--- config.mk ---
export PLATFORM = sky130hd
export DESIGN_NAME = simple_proc_ctrl_flat
export DESIGN_NICKNAME = d
export VERILOG_FILES = /design/src/rtl/simple_proc_pkg.sv /design/src/rtl/simple_proc_ctrl_if.sv /design/src/rtl/simple_proc_ctrl_cond_check.sv /design/src/rtl/simple_proc_ctrl.sv /design/src/flat_wrapper.sv
export SDC_FILE = /design/constraint.sdc
export NUM_CORES = 1
export LEC_CHECK = 0
export ABC_AREA = 1
export CELL_PAD_IN_SITES_DETAIL_PLACEMENT = 2
export CELL_PAD_IN_SITES_GLOBAL_PLACEMENT = 2
export CORE_UTILIZATION = 23
export CTS_CLUSTER_DIAMETER = 30
export CTS_CLUSTER_SIZE = 20
export DETAILED_ROUTE_END_ITERATION = 10
export PLACE_DENSITY_LB_ADDON = 0.1
export RECOVER_POWER = 100
export SLEW_MARGIN = 20
export SYNTH_ARGS = -nofsm -noshare
export SYNTH_HDL_FRONTEND = slang
export SYNTH_SLANG_ARGS = --single-unit
--- constraint.sdc ---
create_clock -name clk -period 1.7 [get_ports clk]
set_input_delay 0.34 -clock clk [delete_from_list [all_inputs] [get_ports clk]]
set_output_delay 0.34 -clock clk [all_outputs]
set_load 0.02 [all_outputs]
--- src/rtl/simple_proc_pkg.sv ---
// Shared definitions for the simple processor control path.
// Covers opcodes, condition codes, sequencer states and instruction field positions.
package simple_proc_pkg;

  typedef enum logic [3:0] {
    OP_ADD  = 4'h0, OP_SUB = 4'h1, OP_MUL = 4'h2, OP_ORR = 4'h3,
    OP_AND  = 4'h4, OP_EOR = 4'h5, OP_MOVN = 4'h6, OP_MOV = 4'h7,
    OP_LSR  = 4'h8, OP_LSL = 4'h9, OP_ROR = 4'hA, OP_CMP = 4'hB,
    OP_ADR  = 4'hC, OP_LDR = 4'hD, OP_STR = 4'hE, OP_NOP = 4'hF
  } opcode_e;

  typedef enum logic [3:0] {
    CC_EQ = 4'h0, CC_NE = 4'h1, CC_CS = 4'h2, CC_CC = 4'h3,
    CC_MI = 4'h4, CC_PL = 4'h5, CC_VS = 4'h6, CC_VC = 4'h7,
    CC_HI = 4'h8, CC_LS = 4'h9, CC_GE = 4'hA, CC_LT = 4'hB,
    CC_GT = 4'hC, CC_LE = 4'hD, CC_AL = 4'hE, CC_NV = 4'hF
  } cond_e;

  typedef enum logic [2:0] {
    ST_IDLE      = 3'd0,
    ST_FETCH     = 3'd1,
    ST_DECODE    = 3'd2,
    ST_EXECUTE   = 3'd3,
    ST_WRITEBACK = 3'd4,
    ST_MEM       = 3'd5
  } state_e;

  localparam int COND_LSB = 16;
  localparam int OP_LSB   = 12;
  localparam int RD_LSB   = 9;
  localparam int RN_LSB   = 6;
  localparam int RM_LSB   = 3;
  localparam int IMM_LSB  = 0;

  // imm7 deliberately overlaps the rn/rm fields
  function automatic logic [3:0] f_cond(input logic [19:0] ir);
    return ir[COND_LSB +: 4];
  endfunction

  function automatic logic [3:0] f_opcode(input logic [19:0] ir);
    return ir[OP_LSB +: 4];
  endfunction

  function automatic logic [2:0] f_rd(input logic [19:0] ir);
    return ir[RD_LSB +: 3];
  endfunction

  function automatic logic [2:0] f_rn(input logic [19:0] ir);
    return ir[RN_LSB +: 3];
  endfunction

  function automatic logic [2:0] f_rm(input logic [19:0] ir);
    return ir[RM_LSB +: 3];
  endfunction

  function automatic logic [6:0] f_imm7(input logic [19:0] ir);
    return ir[IMM_LSB +: 7];
  endfunction

endpackage

--- src/rtl/simple_proc_ctrl_if.sv ---
// Fetch, ALU, register-file and data-memory signals between the sequencer and the datapath.
interface simple_proc_ctrl_if #(
  parameter int PC_W    = 8,
  parameter int INSTR_W = 20
);
  logic               imem_req;
  logic [PC_W-1:0]    imem_addr;
  logic               imem_ack;
  logic [INSTR_W-1:0] imem_rdata;
  logic [3:0]         flags_nzcv;
  logic [3:0]         alu_opcode;
  logic [6:0]         alu_imm;
  logic               condition_success;
  logic [2:0]         rf_ra_addr;
  logic [2:0]         rf_rb_addr;
  logic               rf_we;
  logic [2:0]         rf_wa_addr;
  logic               rf_wr_sel;
  logic               dmem_req;
  logic               dmem_we;
  logic               dmem_ack;

  modport master (
    output imem_req, imem_addr, alu_opcode, alu_imm, condition_success,
           rf_ra_addr, rf_rb_addr, rf_we, rf_wa_addr, rf_wr_sel, dmem_req, dmem_we,
    input  imem_ack, imem_rdata, flags_nzcv, dmem_ack
  );

  modport slave (
    input  imem_req, imem_addr, alu_opcode, alu_imm, condition_success,
           rf_ra_addr, rf_rb_addr, rf_we, rf_wa_addr, rf_wr_sel, dmem_req, dmem_we,
    output imem_ack, imem_rdata, flags_nzcv, dmem_ack
  );
endinterface

--- src/rtl/simple_proc_ctrl_cond_check.sv ---
// Combinational condition-code evaluator against {N,Z,C,V}.
// Kept standalone so a branch unit can reuse it.
module cond_check
  import simple_proc_pkg::*;
(
  input  logic [3:0] cond,
  input  logic [3:0] nzcv,
  output logic       pass
);
  logic n, z, c, v;
  assign {n, z, c, v} = nzcv;

  always_comb begin
    pass = 1'b0;
    case (cond)
      CC_EQ: pass = z;
      CC_NE: pass = !z;
      CC_CS: pass = c;
      CC_CC: pass = !c;
      CC_MI: pass = n;
      CC_PL: pass = !n;
      CC_VS: pass = v;
      CC_VC: pass = !v;
      CC_HI: pass = c && !z;
      CC_LS: pass = !c || z;
      CC_GE: pass = (n == v);
      CC_LT: pass = (n != v);
      CC_GT: pass = !z && (n == v);
      CC_LE: pass = z || (n != v);
      CC_AL: pass = 1'b1;
      CC_NV: pass = 1'b0;
      default: pass = 1'b0;
    endcase
  end
endmodule

--- src/rtl/simple_proc_ctrl.sv ---
// Multi-cycle fetch/decode/control sequencer feeding the ALU, register file and data memory.
//
// state     | meaning
// IDLE      | waiting for run
// FETCH     | imem_req held until imem_ack; IR and PC updated on ack
// DECODE    | read addresses out, condition evaluated and latched
// EXECUTE   | ALU opcode/immediate driven, condition_success high
// WRITEBACK | ALU result written to rd (not for CMP)
// MEM       | dmem handshake for LDR/STR; LDR writes rd on the ack cycle
module simple_proc_ctrl
  import simple_proc_pkg::*;
#(
  parameter int PC_W    = 8,
  parameter int INSTR_W = 20
) (
  input  logic clk,
  input  logic rst,
  input  logic run,
  output logic busy,
  simple_proc_ctrl_if.master bus
);
  state_e             state, state_nxt, after_instr;
  logic [PC_W-1:0]    pc;
  logic [INSTR_W-1:0] ir;
  logic               cond_pass, cond_ok;
  logic [3:0]         ir_cond, ir_op;
  logic [2:0]         ir_rd, ir_rn, ir_rm;
  logic               is_mem_op, read_phase;

  assign ir_cond = f_cond(ir);
  assign ir_op   = f_opcode(ir);
  assign ir_rd   = f_rd(ir);
  assign ir_rn   = f_rn(ir);
  assign ir_rm   = f_rm(ir);

  assign is_mem_op   = (ir_op == OP_LDR) || (ir_op == OP_STR);
  assign after_instr = run ? ST_FETCH : ST_IDLE;
  assign read_phase  = state inside {ST_DECODE, ST_EXECUTE, ST_WRITEBACK, ST_MEM};

  cond_check u_cond_check (
    .cond (ir_cond),
    .nzcv (bus.flags_nzcv),
    .pass (cond_ok)
  );

  always_ff @(posedge clk) begin
    if (rst) begin
      state     <= ST_IDLE;
      pc        <= '0;
      ir        <= '0;
      cond_pass <= 1'b0;
    end else begin
      state <= state_nxt;
      if (state == ST_FETCH && bus.imem_ack) begin
        ir <= bus.imem_rdata;
        pc <= pc + PC_W'(1);
      end
      if (state == ST_DECODE) cond_pass <= cond_ok;
    end
  end

  // A skipped instruction is a boundary, so run=0 takes effect there as well
  always_comb begin
    state_nxt = state;
    case (state)
      ST_IDLE:      if (run) state_nxt = ST_FETCH;
      ST_FETCH:     if (bus.imem_ack) state_nxt = ST_DECODE;
      ST_DECODE: begin
        if (ir_op == OP_NOP || !cond_ok) state_nxt = after_instr;
        else if (is_mem_op)              state_nxt = ST_MEM;
        else                             state_nxt = ST_EXECUTE;
      end
      ST_EXECUTE:   state_nxt = ST_WRITEBACK;
      ST_WRITEBACK: state_nxt = after_instr;
      ST_MEM:       if (bus.dmem_ack) state_nxt = after_instr;
      default:      state_nxt = ST_IDLE;
    endcase
  end

  assign bus.imem_addr = pc;
  assign busy          = (state != ST_IDLE);

  always_comb begin
    bus.imem_req          = 1'b0;
    bus.alu_opcode        = OP_NOP;
    bus.alu_imm           = '0;
    bus.condition_success = 1'b0;
    bus.rf_ra_addr        = '0;
    bus.rf_rb_addr        = '0;
    bus.rf_we             = 1'b0;
    bus.rf_wa_addr        = '0;
    bus.rf_wr_sel         = 1'b0;
    bus.dmem_req          = 1'b0;
    bus.dmem_we           = 1'b0;
    if (read_phase) begin
      bus.rf_ra_addr = ir_rn;
      bus.rf_rb_addr = (ir_op == OP_STR) ? ir_rd : ir_rm;
    end
    case (state)
      ST_FETCH: bus.imem_req = 1'b1;
      ST_EXECUTE: begin
        bus.alu_opcode        = ir_op;
        bus.alu_imm           = f_imm7(ir);
        bus.condition_success = cond_pass;
      end
      ST_WRITEBACK: begin
        bus.rf_we      = (ir_op != OP_CMP);
        bus.rf_wa_addr = ir_rd;
      end
      ST_MEM: begin
        bus.dmem_req   = 1'b1;
        bus.dmem_we    = (ir_op == OP_STR);
        bus.rf_wa_addr = ir_rd;
        if (bus.dmem_ack && ir_op == OP_LDR) begin
          bus.rf_we     = 1'b1;
          bus.rf_wr_sel = 1'b1;
        end
      end
      default: ;
    endcase
  end
endmodule

--- src/flat_wrapper.sv ---
// flat-port wrapper written by rule: the top's interface ports become plain ports
module simple_proc_ctrl_flat import simple_proc_pkg::*;
#(
  parameter int PC_W    = 8,
  parameter int INSTR_W = 20
)
  (clk, rst, run, busy, bus_imem_req, bus_imem_addr, bus_alu_opcode, bus_alu_imm, bus_condition_success, bus_rf_ra_addr, bus_rf_rb_addr, bus_rf_we, bus_rf_wa_addr, bus_rf_wr_sel, bus_dmem_req, bus_dmem_we, bus_imem_ack, bus_imem_rdata, bus_flags_nzcv, bus_dmem_ack);
  simple_proc_ctrl_if #(.PC_W(PC_W), .INSTR_W(INSTR_W)) bus_i ();
  input  logic clk;
  input  logic rst;
  input  logic run;
  output logic busy;
  output wire logic [$bits(bus_i.imem_req)-1:0] bus_imem_req;
  output wire logic [$bits(bus_i.imem_addr)-1:0] bus_imem_addr;
  output wire logic [$bits(bus_i.alu_opcode)-1:0] bus_alu_opcode;
  output wire logic [$bits(bus_i.alu_imm)-1:0] bus_alu_imm;
  output wire logic [$bits(bus_i.condition_success)-1:0] bus_condition_success;
  output wire logic [$bits(bus_i.rf_ra_addr)-1:0] bus_rf_ra_addr;
  output wire logic [$bits(bus_i.rf_rb_addr)-1:0] bus_rf_rb_addr;
  output wire logic [$bits(bus_i.rf_we)-1:0] bus_rf_we;
  output wire logic [$bits(bus_i.rf_wa_addr)-1:0] bus_rf_wa_addr;
  output wire logic [$bits(bus_i.rf_wr_sel)-1:0] bus_rf_wr_sel;
  output wire logic [$bits(bus_i.dmem_req)-1:0] bus_dmem_req;
  output wire logic [$bits(bus_i.dmem_we)-1:0] bus_dmem_we;
  input wire logic [$bits(bus_i.imem_ack)-1:0] bus_imem_ack;
  input wire logic [$bits(bus_i.imem_rdata)-1:0] bus_imem_rdata;
  input wire logic [$bits(bus_i.flags_nzcv)-1:0] bus_flags_nzcv;
  input wire logic [$bits(bus_i.dmem_ack)-1:0] bus_dmem_ack;
  assign bus_imem_req = bus_i.imem_req;
  assign bus_imem_addr = bus_i.imem_addr;
  assign bus_alu_opcode = bus_i.alu_opcode;
  assign bus_alu_imm = bus_i.alu_imm;
  assign bus_condition_success = bus_i.condition_success;
  assign bus_rf_ra_addr = bus_i.rf_ra_addr;
  assign bus_rf_rb_addr = bus_i.rf_rb_addr;
  assign bus_rf_we = bus_i.rf_we;
  assign bus_rf_wa_addr = bus_i.rf_wa_addr;
  assign bus_rf_wr_sel = bus_i.rf_wr_sel;
  assign bus_dmem_req = bus_i.dmem_req;
  assign bus_dmem_we = bus_i.dmem_we;
  assign bus_i.imem_ack = bus_imem_ack;
  assign bus_i.imem_rdata = bus_imem_rdata;
  assign bus_i.flags_nzcv = bus_flags_nzcv;
  assign bus_i.dmem_ack = bus_dmem_ack;
  simple_proc_ctrl #(.PC_W(PC_W), .INSTR_W(INSTR_W)) u_core (.clk(clk), .rst(rst), .run(run), .busy(busy), .bus(bus_i));
endmodule
==> results.txt, run 1 <==
Outcome = finished with violations
Failing checks = negative setup slack
Initial Util = 23.97%
Worst-Margin Slew = 0.3932 ns
Final ANT Viol Nets = 0
Static Leak = 1.479 nW
Top-level I/O count = 64
Clock Latency Late Sink = 0.29 ns
CTS Buffer Depth = 2
Post-Syn Area = 1748 sq um
GRT overflow = 0
Worst Skew = 0.01482 ns
EDFF count, synth = 0
Final setup margin = -0.2115 ns
Nets = 412
Sequential share of the synthesized area = 36.65%
Max cap viols = 0
Total track usage = 20.72%
CP required = 1.36 ns
Hold Crit Start = u_core.ir[0]
Placeable Area = 7292 sq um
Synth Instances = 265
Worst hold path type = reg2reg
Pwr Total = 2.879 mW
Crit start category = register
Placed Area = 2799 sq um
Initial antenna violation count = 0
Pin count of the biggest net entering global routing = 29
H-Tree Depth = 2
PortBufs = 63
Drt total wl = 8071 microns
FILL cells = 853
# DRC = 0
Fin. Hold Viols = 0
CP endpoint kind = output pin
Crit Path Max Fanout = 4
Synthesis-stage register bit count = 32
Async S/R FF share, synth = 0%
DR iter-0 viols = 51
Final setup violating endpoints = 23
Setup_tns = -2.521 ns
Hold Path Stages = 2
Crit path from = u_core.state[0]
Reg2Reg Depth = 13
Tcrit/Tclk final = 112.4%
N_diodes = 0
DRT Pass-1 Iters = 4
Ratio of cells with drive above 1 in the final layout = 41.78%
Cells after DPL = 460
Final Max Slew Viols = 0
GP Congestion = 0.7527
Die Span X = 89.18 microns
Pwr/cell area = 874.7 nW/um^2
Post-synthesis cell type count = 30
Worst reg2reg path startpoint = u_core.state[0]
Routed WL per cell = 16.74 microns
CTS tree = done
Row count = 31
Syn nets = 295
Chip height = 89.18 microns
Non-filler cells in the finished layout = 482
Area delta synth->final = 88.33%
Worst EP arrival = 1.57 ns
DP Worst Slack = -0.5847 ns
CP Class = reg2out
Fmax = 523.1 MHz
YS warnings = 0
Final HPWL DP = 5075 microns
RSZ-0062 raised after global routing = true
Avg Inst Size Synth = 6.596 sq um
CTS Buf Count = 5
Clk pin slew, worst setup/hold paths = 0.08 ns
Min Clock Period, post-route = 1.912 ns
Worst ir drop on vdd = 0.0002735 V
DR vias = 2,200
Relative slew slack = 73.79%
Fin area = 3292 sq um
First-pass GRT wire length = 12,300 microns
Vias/cell = 4.564
Most common flop cell mapped by yosys = dfxtp_1
CTS Hold Buffers Added = 0
Root buffer cell = clkbuf_8
Full die area = 7952 sq um
Clk sinks = 32
Vias in the first global route = 2,374
## cell type report
| class | count | area (sq um) | area share [%] |
|---|---|---|---|
| Clock buffer | 5 | 68.82 | 2.090 |
| Clock inverter | 3 | 42.54 | 1.292 |
| Inverter | 51 | 203.9 | 6.195 |
| Multi-Input combinational cell | 176 | 1117 | 33.94 |
| Sequential cell | 32 | 656.9 | 19.95 |
| Tap cell | 99 | 123.9 | 3.763 |
| Timing Repair Buffer | 116 | 1079 | 32.76 |
## Yosys cell counts, types with 2 or more instances
cell / count / share of area, %
nand4_1: 2 / 0.72
or2_2: 2 / 0.72
o21ai_1: 5 / 1.4
inv_2: 3 / 0.64
a21oi_1: 25 / 7.2
buf_2: 3 / 0.86
inv_1: 46 / 9.9
nor3_2: 2 / 1.1
a211oi_1: 3 / 1.3
nand2_1: 46 / 9.9
clkbuf_1: 3 / 0.64
o21ai_0: 29 / 8.3
nor2_4: 2 / 1.3
nand3_1: 3 / 0.86
dfxtp_1: 32 / 37
nor3_1: 7 / 2.0
nor2_1: 37 / 7.9
nand3_2: 3 / 1.7
## per-stage QoR
| stage | util, % | hold WS, ns |
|---|---|---|
| 2_1_floorplan | - | 0.4024 |
| 3_3_place_gp | 38.38 | 0.4401 |
| 3_5_place_dp | 38.38 | 0.4521 |
| 4_1_cts | 44.08 | 0.5191 |
| 5_1_grt | 45.14 | 0.5304 |
| 6_report | 45.14 | 0.5167 |
## where the power goes
part / internal, mW / switching (mW)
Combinational: 0.499 / 0.644
Sequential: 0.869 / 0.107
Clock: 0.434 / 0.326
Total: 1.80 / 1.08
## worst max-delay path, stage by stage, from the launching register on
cell and delay (ns):
dfxtp_4 0.38, nor3_4 0.22, inv_2 0.07, nand2_4 0.08, a21oi_4 0.06, buf_4 0.16, a211oi_2 0.14, buf_4 0.17
## layout by cell type, fill, tap and decap left out, drive strengths merged
master and n:
ha 1, or2 2, a211oi 3, clkinv 2
nor2 40, nor3b 2, and3 1, inv 50
nand2 48, nand3 6, o21ai 34, clkbuf 8
a21oi 26, clkinvlp 1, buf 80, nor3 10
dfxtp 32, clkdlybuf4s50 28, dlygate4sd2 3, nand4 2
bufinv 1, dlymetal6s2s 2, a221oi 1
## logic make-up after synthesis
group	share of synthesized area, %
AO/OA/AOI/OAI	19.18
adder cells (fa/ha/maj)	0.7157
buffers and inverters	12.60
flip-flops	36.65
AND/OR/NAND/NOR	30.85
## sequential cells by signal, summed over array words and instances (netlist names)
register              count
u_core.cond_pass          1
u_core.ir                20
u_core.bus.imem_addr      8
u_core.state              3
## path summary, 6_finish.rpt
path / to / slack [ns]
worst min-delay path: u_core.ir[0] / 0.52
worst max register to register: u_core.bus.imem_addr[3] / -0.15
worst min register to register: u_core.ir[0] / 0.52
worst max-delay path: bus_rf_rb_addr[2] / -0.21
## routing by layer
layer	track usage (%)	vias up	wire, microns
met1	25.20	1070	3476
met5	0	-	0
met2	37.34	52	4146
met4	5.483	0	90
met3	3.970	6	358
li1	-	1072	-
## what timing repair did
action                     in CTS  in global routing
pin swaps                      11                 10
resized for setup             220                 41
buffers inserted               12                  7
hold endpoints to repair        0                  0
setup endpoints to repair      33                 49
Power figures use the tool's default switching activity.
==> run 2, diff against run 1 <==
- CAP_MARGIN: unset -> 20
- CORE_UTILIZATION: 23 -> 30
- DONT_BUFFER_PORTS: unset -> 1
==> run 2 against run 1 <==
- the flow still finishes with violations (negative setup slack)
- global-route usage up 3.3 points
- fmax up 1.4%
- combinational power decreased by 13%
- largest cell class unchanged
==> results.txt, run 2 (synthesized netlist as in run 1, its figures left out) <==
Outcome = finished with violations (unchanged)
Failing checks = negative setup slack (unchanged)
Final Max Slew Viols = 0 (unchanged)
Worst-Margin Slew = 0.5231 ns (was 0.3932 ns)
Crit start category = register (unchanged)
CTS tree = done (unchanged)
PortBufs = 0 (was 63)
Register area = 668.1 sq um (was 656.9 sq um)
NetSw = 1.101 mW (was 1.078 mW)
Top-level I/O count = 64 (unchanged)
Crit Path Max Fanout = 4 (unchanged)
Relative slew slack = 65.13% (was 73.79%)
DRT Pass-1 Iters = 4 (unchanged)
Placed Area = 2110 sq um (was 2799 sq um)
GRT overflow = 0 (unchanged)
Worst Skew = 0.01353 ns (was 0.01482 ns)
Critical path buffers and inverters = 2 (was 3)
RSZ-0062 raised after global routing = true (unchanged)
Clock Latency Late Sink = 0.31 ns (was 0.29 ns)
Fin area = 2699 sq um (was 3292 sq um)
Routed WL per cell = 19.45 microns (was 16.74 microns)
CP endpoint kind = output pin (unchanged)
Chip height = 78.33 microns (was 89.18 microns)
Pin count of the biggest net entering global routing = 26 (was 29)
Nets = 351 (was 412)
Min Clock Period, post-route = 1.886 ns (was 1.912 ns)
Crit-path slowest cell = dfxtp_4 (unchanged)
CTS Buffer Depth = 2 (unchanged)
Worst reg2reg setup slack = -0.13 ns (was -0.15 ns)
Static Leak = 1.174 nW (was 1.479 nW)
Worst EP arrival = 1.55 ns (was 1.57 ns)
N_diodes = 0 (unchanged)
Final HPWL DP = 4498 microns (was 5075 microns)
Root buffer cell = clkbuf_8 (unchanged)
Row count = 27 (was 31)
Vias/cell = 5.124 (was 4.564)
Final Hold Slack = 0.1021 ns (was 0.5167 ns)
DR vias = 2,019 (was 2,200)
DP Worst Slack = -0.05270 ns (was -0.5847 ns)
FILL cells = 647 (was 853)
Area delta synth->final = 54.40% (was 88.33%)
Most frequent cells in the layout = inv_1 (35), nand2_1 (30), buf_4 (29), o21ai_0 (26) (was buf_4 (46), nand2_1 (37), inv_1 (36), clkdlybuf4s50_1 (28), buf_6 (28))
CP Class = reg2out (unchanged)
Initial Util = 31.36% (was 23.97%)
Initial antenna violation count = 0 (unchanged)
Multi-input logic area = 1121 sq um (was 1117 sq um)
Most flops, register = u_core.ir (unchanged)
Final setup margin = -0.1856 ns (was -0.2115 ns)
CTS Hold Buffers Added = 0 (unchanged)
Max FFs per register = 20 (unchanged)
Fmax = 530.3 MHz (was 523.1 MHz)
Die Span X = 78.33 microns (was 89.18 microns)
Clk pin slew, worst setup/hold paths = 0.07 ns (was 0.08 ns)
Non-filler cells in the finished layout = 394 (was 482)
Pwr/cell area = 1047 nW/um^2 (was 874.7 nW/um^2)
Fin. Hold Viols = 0 (unchanged)
DR iter-0 viols = 77 (was 51)
First-pass GRT wire length = 11,060 microns (was 12,300 microns)
Max cap viols = 0 (unchanged)
Worst hold path type = in2reg (was reg2reg)
Combinational share of power = 35.2% (was 39.7%)
Placeable Area = 5574 sq um (was 7292 sq um)
Sequential Power Share = 34.8% (was 33.9%)
Leading cell type in the layout, fill and taps excluded = inv_1 (was buf_4)
Full die area = 6136 sq um (was 7952 sq um)
Final ANT Viol Nets = 0 (unchanged)
Drt total wl = 7665 microns (was 8071 microns)
Vias in the first global route = 2,120 (was 2,374)
Util after Layout = 48.42% (was 45.14%)
Total track usage = 24.04% (was 20.72%)
Worst path cell trace = inv_6 > nor2_4 > nand2_4 > nand2_4 > a21oi_4 > a211oi_2 > buf_4 (was nor3_4 > inv_2 > nand2_4 > a21oi_4 > buf_4 > a211oi_2 > buf_4)
Tcrit/Tclk final = 110.9% (was 112.4%)
Top Family by Delay on Critical Path = flip-flops (was buffers and inverters)
Most frequent CP cell = nand2_4 (was buf_4)
# DRC = 0 (unchanged)
Int Power = 1.726 mW (was 1.802 mW)
Clk sinks = 32 (unchanged)
Ratio of cells with drive above 1 in the final layout = 42.24% (was 41.78%)
CP peak stage delay = 0.39 ns (was 0.38 ns)
CTS Buf Count = 5 (unchanged)
Cells after DPL = 370 (was 460)
H-Tree Depth = 2 (unchanged)
GP Congestion = 0.7726 (was 0.7527)
Final setup violating endpoints = 28 (was 23)
Clock network fraction of total power = 30.0% (was 26.4%)
CP required = 1.36 ns (about the same)
Worst ir drop on vdd = 0.0005561 V (was 0.0002735 V)
Switching part of the total = 38.95% (was 37.42%)
[run 2: metrics by stage]
stage          setup TNS [ns]  total power, mW
2_1_floorplan        -0.06361            1.433
3_3_place_gp                0            1.646
3_5_place_dp          -0.2621            1.672
4_1_cts                -1.521            2.602
5_1_grt                -4.918            2.968
6_report               -2.977            2.827
[run 2: power groups by stage]
| stage | sequential (mW) | combinational [mW] | clock (mW) |
|---|---|---|---|
| floorplan | 0.948 | 0.485 | 0 |
| global placement | 0.944 | 0.702 | 0 |
| detailed placement | 0.949 | 0.723 | 0 |
| CTS | 0.954 | 0.811 | 0.837 |
| global route | 0.994 | 1.07 | 0.903 |
| finish | 0.984 | 0.995 | 0.847 |
[run 2: layout make-up]
| type | instances | share of cell area [%] |
|---|---|---|
| clock buffers | 7 | 3.570 |
| well taps | 72 | 3.338 |
| clock inverters | 1 | 1.113 |
| flip-flops and latches | 32 | 24.76 |
| multi-input cells | 176 | 41.54 |
| inverters | 51 | 8.020 |
| repair buffers | 55 | 17.66 |
[run 2: what timing repair did]
item                       in CTS  in global routing
resized for setup              57                 63
buffers inserted                9                 10
cloned                          0                  0
setup endpoints to repair      25                 30
pin swaps                       7                 16
[run 2: worst register-to-register path: cells and delay by family (launching register included)]
family | cells | cell delay, ns
compound gates | 2 | 0.20
flops | 1 | 0.39
buf+inv | 3 | 0.25
simple gates | 6 | 0.88
[run 2: path summary, 6_finish.rpt]
| path | from | to | depth (start not counted) |
|---|---|---|---|
| min reg2reg | u_core.ir[1] | u_core.ir[1] | 2 |
| max reg2reg | u_core.state[0] | u_core.bus.imem_addr[6] | 11 |
| max | u_core.state[0] | bus_rf_rb_addr[2] | 7 |
| min | rst | u_core.state[0] | 1 |
[run 2: metal layers]
metal | wire length [microns] | GRT usage (%) | vias to the layer above
met2 | 3917 | 41.49 | 68
li1 | - | - | 950
met5 | 0 | 0 | -
met3 | 423 | 6.628 | 15
met1 | 3143 | 28.11 | 986
met4 | 180 | 9.259 | 0
==> run 3, diff against run 2 <==
- CAP_MARGIN: 20 -> 0
==> results of run 3 <==
No change in the layout: final DEF, timing and power equal those of run 2.
